--- src/rtl/three_way_demux_8b_pkg.sv ---
// Shared types and constants for the 3-way write-back demux.
// Route codes share the mux encoding: {sel2, sel1}.
package three_way_demux_8b_pkg;

  localparam int DATA_W      = 8;
  localparam int NUM_CH      = 3;
  localparam int ERR_CNT_MAX = 255;

  typedef logic [1:0] route_t;

  localparam route_t ROUTE_CH0     = 2'b00;
  localparam route_t ROUTE_CH1     = 2'b01;
  localparam route_t ROUTE_CH2     = 2'b10;
  localparam route_t ROUTE_ILLEGAL = 2'b11;

  typedef struct packed {
    logic [DATA_W-1:0] data;
    route_t            route;
  } stage_t;

  function automatic route_t decode_route(input logic sel1, input logic sel2);
    return {sel2, sel1};
  endfunction

endpackage

--- src/rtl/demux_out_slot.sv ---
// One buffered output channel: holds a byte with valid until popped.
module demux_out_slot
  import three_way_demux_8b_pkg::*;
(
  input  logic              clk,
  input  logic              rst,
  input  logic              load,
  input  logic [DATA_W-1:0] load_data,
  input  logic              pop,
  output logic              valid,
  output logic [DATA_W-1:0] data,
  output logic              can_accept
);

  // Free now, or freed by the consumer on this same edge.
  assign can_accept = !valid || pop;

  always_ff @(posedge clk or posedge rst) begin
    if (rst) begin
      valid <= 1'b0;
      data  <= '0;
    end else if (load) begin
      valid <= 1'b1;
      data  <= load_data;
    end else if (pop) begin
      valid <= 1'b0;
    end
  end

endmodule

--- src/rtl/three_way_demux_8b.sv ---
// Routes one byte per handshake through a single stage register into
// one of three buffered channels; counts illegal route codes.
module three_way_demux_8b
  import three_way_demux_8b_pkg::*;
#(
  parameter int UUID = 0,
  parameter     NAME = ""
) (
  input  logic              clk,
  input  logic              rst,
  input  logic              in_valid,
  output logic              in_ready,
  input  logic [DATA_W-1:0] in_data,
  input  logic              in_sel1,
  input  logic              in_sel2,
  output logic              out0_valid,
  output logic              out1_valid,
  output logic              out2_valid,
  input  logic              out0_ready,
  input  logic              out1_ready,
  input  logic              out2_ready,
  output logic [DATA_W-1:0] out0_data,
  output logic [DATA_W-1:0] out1_data,
  output logic [DATA_W-1:0] out2_data,
  output logic              err,
  output logic [7:0]        err_cnt
);

  logic                           stage_full;
  stage_t                         stage;
  logic                           accept, drain, can_go, is_illegal;
  logic [NUM_CH-1:0]              ch_load, ch_pop, ch_valid, ch_can_accept, ch_ready;
  logic [NUM_CH-1:0][DATA_W-1:0]  ch_data;

  assign ch_ready   = {out2_ready, out1_ready, out0_ready};
  assign ch_pop     = ch_valid & ch_ready;
  assign is_illegal = (stage.route == ROUTE_ILLEGAL);

  always_comb begin
    can_go = 1'b0;
    case (stage.route)
      ROUTE_CH0: can_go = ch_can_accept[0];
      ROUTE_CH1: can_go = ch_can_accept[1];
      ROUTE_CH2: can_go = ch_can_accept[2];
      default:   can_go = 1'b1;
    endcase
  end

  assign drain = stage_full && can_go;
  // Ready also when the stage empties on this edge, giving 1 byte/cycle.
  assign in_ready = !rst && (!stage_full || drain);
  assign accept   = in_valid && in_ready;

  always_comb begin
    for (int i = 0; i < NUM_CH; i++)
      ch_load[i] = drain && (stage.route == route_t'(i));
  end

  always_ff @(posedge clk or posedge rst) begin
    if (rst) begin
      stage_full <= 1'b0;
      stage      <= '0;
    end else if (accept) begin
      stage_full <= 1'b1;
      stage      <= '{data: in_data, route: decode_route(in_sel1, in_sel2)};
    end else if (drain) begin
      stage_full <= 1'b0;
    end
  end

  always_ff @(posedge clk or posedge rst) begin
    if (rst) begin
      err     <= 1'b0;
      err_cnt <= '0;
    end else if (drain && is_illegal) begin
      err <= 1'b1;
      if (err_cnt != 8'(ERR_CNT_MAX)) err_cnt <= err_cnt + 8'd1;
    end
  end

  demux_out_slot u_slot [NUM_CH-1:0] (
    .clk       (clk),
    .rst       (rst),
    .load      (ch_load),
    .load_data ({NUM_CH{stage.data}}),
    .pop       (ch_pop),
    .valid     (ch_valid),
    .data      (ch_data),
    .can_accept(ch_can_accept)
  );

  assign {out2_valid, out1_valid, out0_valid} = ch_valid;
  assign out0_data = ch_data[0];
  assign out1_data = ch_data[1];
  assign out2_data = ch_data[2];

endmodule

--- config.mk ---
export PLATFORM = sky130hd
export DESIGN_NAME = three_way_demux_8b
export DESIGN_NICKNAME = d
export VERILOG_FILES = /design/src/rtl/three_way_demux_8b_pkg.sv /design/src/rtl/demux_out_slot.sv /design/src/rtl/three_way_demux_8b.sv
export SDC_FILE = /design/constraint.sdc
export NUM_CORES = 1
export LEC_CHECK = 0
export CORE_MARGIN = 5
export CORE_UTILIZATION = 51
export DETAILED_ROUTE_END_ITERATION = 8
export GPL_TIMING_DRIVEN = 0
export PLACE_DENSITY = 0.82
export SYNTH_ARGS = -nofsm -noshare
export SYNTH_HDL_FRONTEND = slang
export SYNTH_SLANG_ARGS = --single-unit
--- constraint.sdc ---
create_clock -name clk -period 3.6 [get_ports clk]
set_clock_uncertainty 0.1 [all_clocks]
set_input_delay 0.36 -clock clk [delete_from_list [all_inputs] [get_ports clk]]
set_output_delay 0.36 -clock clk [all_outputs]
set_load 0.03 [all_outputs]
==> metrics.txt, run 1 <==
critical path type=reg -> out; FF-to-FF Start=err_cnt[0]; Hold Buf Count CTS=0; Max Cap Violations=0; Hold Fails Final Rpt=0; fin area=between 2000 and 3000 sq um; Yosys warning count=0; number of diodes=0; PortBufs=52; relative slew slack=around two thirds; CP endpoint=in_ready; Critical path origin=stage[1]; largest net degree at the start of global routing=38; CTS tree=done; fin crit period=roughly 2.8 ns; worst-path fanout max=9; register area share after synthesis=between 50% and 60%; Worst-Margin Slew=roughly 0.49 ns; Area Growth Syn to Fin=34.9%; Post-Synthesis Cells=about 140; HPWL Detailed=about 3 mm; Net Count, Synth=approximately 160; CTS buffer count=5; row cnt=22; Initial Util=a little over half; Post CTS Setup Buffer Count=0; die width=between 70 and 80 um; first drt pass iteration count=4; Clk Latency, worst-skew pair=~0.29 ns; Max VDD drop=0.000631 V; worst hold path class=in -> async; nature of the critical path startpoint=flop; die area=roughly 5300 sq um; status=complete, no violations; number of setup violations in the final report=0; endpoint of the worst-slack reg-to-reg timing path=err_cnt[6]; Worst-path clk slew=roughly 0.080 ns; layout cells sized above 1=between 20% and 30%; H-Tree Depth=2; total negative slack=0 ns; Slew Limit Fails=0; via count=~1300; reg2reg setup slack=about 1.9 ns; CP Capture Type=primary output; DR iter-0 viols=74; WL/cell=around 16 um; # IOs=53; Die H=about 73 um; initial antenna violation count=0; Static Leak=1.15 nW; routed wire length=just over 4 mm; Placeable Area=3740 sq um; syn_area_per_cell=roughly 14 sq um; Root Driver=clkbuf_8; clk sinks=47; CP Data Arrival Time=between 2 and 2.5 ns; placed inst area=between 2000 and 3000 sq um; Synth Cell Area=2010 sq um; first-pass GRT wire length=6.78 mm; CP Data Required Time=3.14 ns; post-route ant nets=0; DRC viols=0; RSZ-0062 raised after global routing=no; vias in the first global route=about 1400; Unique masters post-synth=36; R2R depth=5; gr usage total=16.6%; GP Congestion=a little over 0.8; Final Cycle Share=78.7%; GRT overflow=0; cts repair resizes=0; highest clock rate=353 MHz; DR vias/cell=5.32; Hold Slack=between 0.2 and 0.3 ns; P per Cell Area=between 700 and 800 nW/um^2; Seq cells post-synth=47; deepest clock path buffer count=2; final net count=roughly 220
[registers in the layout (all words and copies together), names as in the netlist]
| signal | flops |
|---|---|
| stage | 10 |
| err_cnt | 8 |
| u_slot.valid | 3 |
| err | 1 |
| stage_full | 1 |
| u_slot.data | 24 |
[cell usage after synthesis]
library cell	count	share of area, %
and3_1	1	0.31
nand4_1	2	0.62
o21ai_0	3	0.75
mux2_2	27	15
mux2i_4	1	1.1
nor2b_1	2	0.62
and2_1	1	0.31
a41oi_1	1	0.44
and2b_1	1	0.37
a211oi_1	1	0.37
buf_2	1	0.25
xnor2_1	3	1.3
or2_2	1	0.31
nand3_1	1	0.25
a21boi_0	1	0.37
a21oi_1	1	0.25
a22o_1	1	0.44
or3b_4	1	0.56
nor2_1	4	0.75
mux2_4	8	6.0
dfrtp_1	47	59
nand2_1	13	2.4
ha_1	1	0.62
and2b_4	1	0.50
a21oi_4	1	0.81
buf_6	1	0.56
or2b_1	2	0.75
mux2i_1	1	0.50
and4_1	1	0.44
nor3_4	1	0.81
inv_1	2	0.37
nand2b_1	4	1.2
o21ai_4	1	0.81
or3_1	1	0.31
and3_2	1	0.37
a22oi_1	1	0.37
[power breakdown]
part	internal, mW	switching (mW)	total [mW]
logic	0.457	0.512	0.970
registers	0.710	0.121	0.831
clock network	0.175	0.160	0.335
total	1.34	0.793	2.14
[cells in the final DEF, fill, tap and decap left out, types with 2 or more instances in the layout]
cell type,instances
nand4_1,2
xnor2_1,3
nand2_1,13
clkdlybuf4s50_1,52
nor2_1,4
nor2b_1,2
mux2_4,8
clkbuf_8,7
dfrtp_1,47
mux2_2,27
nand2b_1,4
or2b_1,2
o21ai_0,3
[critical path, cell delays in order (launching register included)]
cell and delay, ns:
dfrtp_1 0.38, buf_6 0.14, or3b_4 0.41, a21boi_0 0.23
o21ai_0 0.15, and2_1 0.18, clkdlybuf4s50_1 0.59
[worst min-delay path by stage]
stage | to | slack, ns
detailed placement | err | 0.37
global route | err_cnt[2] | 0.29
CTS | stage[0] | 0.27
floorplan | stage_full | 0.39
global placement | err | 0.35
finish | stage[0] | 0.28
[logic make-up after synthesis]
family,synth area share (%)
buffers and inverters,1.18
xor gates and xnor gates,1.31
AOI/OAI and AO/OA,4.61
and+or+nand+nor,11.0
muxes,22.7
DFF,58.6
adders and majority gates,0.623
[per-layer routing]
metal	wire (um)	GRT usage, %	vias up
met1	1620	20.6	657
met5	0	0	-
met4	12	4.51	0
li1	-	-	619
met2	2060	27.8	50
met3	362	5.65	4
[area by class of cell]
cell class / instances / area, sq um
plain buffers: 2 / 16.3
clock buffers: 8 / 100
fillers: 261 / 1030
inverters: 2 / 7.51
multi-input cells: 90 / 808
flip-flops and latches: 47 / 1180
well taps: 48 / 60.1
repair buffers: 53 / 541
[through the flow]
step | worst slack [ns] | instances | util (%) | power, mW
after floorplan | 1.34 | 141 | - | 1.39
after detailed placement | 0.813 | 242 | 69.7 | 1.82
final | 0.767 | 250 | 72.4 | 2.14
after global routing | 0.664 | 250 | 72.4 | 2.24
after CTS | 0.768 | 250 | 72.4 | 2.16
after global placement | 0.117 | 241 | 69.2 | 1.79
No activity file was read; power rests on OpenSTA's default activity.
==> run 2, diff against run 1 <==
--- a/config.mk
+++ b/config.mk
@@ -6,10 +6,10 @@
 export NUM_CORES = 1
 export LEC_CHECK = 0
 export CORE_MARGIN = 5
-export CORE_UTILIZATION = 51
+export CORE_UTILIZATION = 48
 export DETAILED_ROUTE_END_ITERATION = 8
 export GPL_TIMING_DRIVEN = 0
-export PLACE_DENSITY = 0.82
+export PLACE_DENSITY = 0.78
 export SYNTH_ARGS = -nofsm -noshare
 export SYNTH_HDL_FRONTEND = slang
 export SYNTH_SLANG_ARGS = --single-unit
==> constraint.sdc (replaced) <==
create_clock -name clk -period 2.8 [get_ports clk]
set_clock_uncertainty 0.1 [all_clocks]
set_input_delay 0.28 -clock clk [delete_from_list [all_inputs] [get_ports clk]]
set_output_delay 0.28 -clock clk [all_outputs]
set_load 0.03 [all_outputs]
==> run 2 against run 1 <==
Power increased by 26%. Worst hold slack worse by 0.014 ns. Cell count up 0.80%. Routed wire length grew 1.3%. Non-clock buffer count is the same. Critical endpoint unchanged.
==> metrics.txt, run 2 (synthesized netlist as in run 1, its figures left out) <==
fin crit period=2.45 ns; Clk Latency, worst-skew pair=0.29 ns (about the same); crit path cell chain=buf_6 -> or3b_4 -> a21boi_0 -> o21ai_0 -> and2_1 -> dlymetal6s2s_1 (was buf_6 -> or3b_4 -> a21boi_0 -> o21ai_0 -> and2_1 -> clkdlybuf4s50_1); GP Congestion=0.864 (was 0.806); nature of the critical path startpoint=flop (unchanged); Hold Buf Count CTS=0 (unchanged); Initial Util=49.8% (was 53.6%); first drt pass iteration count=4 (unchanged); RSZ-0062 raised after global routing=no (unchanged); CP max stage delay=0.42 ns (was 0.59 ns); HPWL Detailed=3.05 mm (was 3.01 mm); NetSw=1.02 mW (was 0.793 mW); number of setup violations in the final report=0 (unchanged); routed wire length=4.10 mm (was 4.05 mm); CP Capture Type=primary output (unchanged); sequential power share=39.5% (was 38.9%); initial antenna violation count=0 (unchanged); Root Driver=clkbuf_8 (unchanged); deepest clock path buffer count=2 (unchanged); status=complete, no violations (unchanged); gr usage total=17.2% (was 16.6%); CTS buffer count=5 (unchanged); Critical path origin=stage[1] (unchanged); CTS tree=done (unchanged); fillers=309 (was 261); Worst Path Buf+Inv=2 (unchanged); Logic pwr share=46.4% (was 45.4%); Post CTS Setup Buffer Count=0 (unchanged); Static Leak=1.16 nW (was 1.15 nW); GRT overflow=0 (unchanged); DRC viols=0 (unchanged); final core utilization=66.9% (was 72.4%); WL/cell=16.3 um (was 16.2 um); Internal=1.68 mW (was 1.34 mW); Final Cycle Share=between 80% and 90%; commonest non-fill, non-tap cell in the layout=clkdlybuf4s50_1 (unchanged); largest net degree at the start of global routing=29 (was 38); layout cells sized above 1=26.2% (was 26.7%); Worst-Margin Slew=0.496 ns (was 0.487 ns); Largest register FFs=24 (unchanged); total power=2.70 mW (was 2.14 mW); cell family with most CP delay=simple AND/OR/NAND/NOR gates (was buffers and inverters); Hold Fails Final Rpt=0 (unchanged); P per Cell Area=1000 nW/um^2 (was 788 nW/um^2); final net count=218 (unchanged); highest clock rate=408 MHz; Max Cap Violations=0 (unchanged); Die H=74.7 um (was 72.8 um); Placed Cells=244 (was 242); switching share of power=37.9% (was 37.1%); relative slew slack=66.8% (was 67.4%); final cell count without fillers=252 (was 250); commonest cells after routing, fill and taps aside=clkdlybuf4s50_1 (51), dfrtp_1 (47), mux2_2 (27), nand2_1 (13), mux2_4 (8) (was clkdlybuf4s50_1 (52), dfrtp_1 (47), mux2_2 (27), nand2_1 (13), mux2_4 (8)); DR vias/cell=5.15 (was 5.32); # IOs=53 (unchanged); FF-to-FF Start=stage[0] (was err_cnt[0]); critical path type=reg -> out (unchanged); Clock power frac=14.1% (was 15.7%); first-pass GRT wire length=7.17 mm (was 6.78 mm); clk sinks=47 (unchanged); worst-path fanout max=9 (unchanged); die area=5580 sq um (was 5290 sq um); PortBufs=52 (unchanged); Area Growth Syn to Fin=34.2% (was 34.9%); H-Tree Depth=2 (unchanged); top flop regs=u_slot.data (24), stage (10), err_cnt (8) (unchanged); slowest CP cell=or3b_4 (was clkdlybuf4s50_1); CP Data Arrival Time=2.07 ns (was 2.37 ns); Most flops, register=u_slot.data (unchanged); row cnt=23 (was 22); Worst-path clk slew=0.08 ns (about the same); Slew Limit Fails=0 (unchanged); Max VDD drop=0.000777 V (was 0.000631 V); Hold Slack=0.264 ns (was 0.277 ns); DR iter-0 viols=59 (was 74); number of diodes=0 (unchanged); Placeable Area=4030 sq um (was 3740 sq um); vias in the first global route=1460 (was 1446); post-route ant nets=0 (unchanged); worst hold path class=in -> async (unchanged); via count=1299 (was 1330); die width=74.7 um (was 72.8 um); CP Data Required Time=2.42 ns (was 3.14 ns)
==> run 2: power groups by stage <==
stage / clock network (mW) / registers (mW) / logic [mW]
floorplan: 0 / 1.47 / 0.317
global placement: 0 / 1.06 / 1.24
detailed placement: 0 / 1.08 / 1.26
CTS: 0.402 / 1.07 / 1.27
global route: 0.435 / 1.10 / 1.32
finish: 0.381 / 1.06 / 1.25
==> run 2: area by class of cell <==
type                            count  area, sq um  area share (%)
Timing Repair Buffer               53          543            20.1
Buffer                              2         16.3           0.604
Multi-Input combinational cell     90          808            30.0
Clock inverter                      1         5.00           0.186
Tap cell                           50         62.6            2.32
Sequential cell                    47         1180            43.6
Clock buffer                        7         76.3            2.83
Inverter                            2         7.51           0.279
==> run 2: repair_timing <==
action / in CTS / in global routing
endpoints found under the setup margin: 0 / 1
gates resized for setup: 0 / 1
endpoints found under the hold margin: 0 / 0
==> run 2: final timing paths <==
check                                         end  slack, ns  cells past startpoint
worst max-delay path                     in_ready       0.35                      6
worst min-delay path              u_slot[0].valid       0.26                      2
worst max register to register  u_slot[2].data[1]       1.03                      4
worst min register to register                err       0.37                      1
max in group asynchronous       u_slot[2].data[0]       1.83                      3
min in group clk                              err       0.37                      1
==> run 2: metrics by stage <==
stage               worst slack [ns]  area, sq um  TNS, ns
floorplan                      0.700         2010        0
global placement              -0.543         2590   -0.543
detailed placement             0.155         2610        0
CTS                           0.0115         2690        0
global route                   0.239         2700        0
finish                         0.348         2700        0
==> run 2: per-layer routing <==
| layer | GRT usage (%) | up-vias | wire length, um |
|---|---|---|---|
| li1 | - | 613 | - |
| met2 | 27.9 | 39 | 2060 |
| met5 | 0 | - | 0 |
| met3 | 7.61 | 2 | 315 |
| met4 | 4.94 | 0 | 28 |
| met1 | 20.8 | 645 | 1700 |
==> run 3, diff against run 2 <==
--- a/config.mk
+++ b/config.mk
@@ -5,6 +5,7 @@
 export SDC_FILE = /design/constraint.sdc
 export NUM_CORES = 1
 export LEC_CHECK = 0
+export CAP_MARGIN = 20
 export CORE_MARGIN = 5
 export CORE_UTILIZATION = 48
 export DETAILED_ROUTE_END_ITERATION = 8
==> results of run 3 <==
The final DEF is identical to that of run 2; final timing and power are the same.
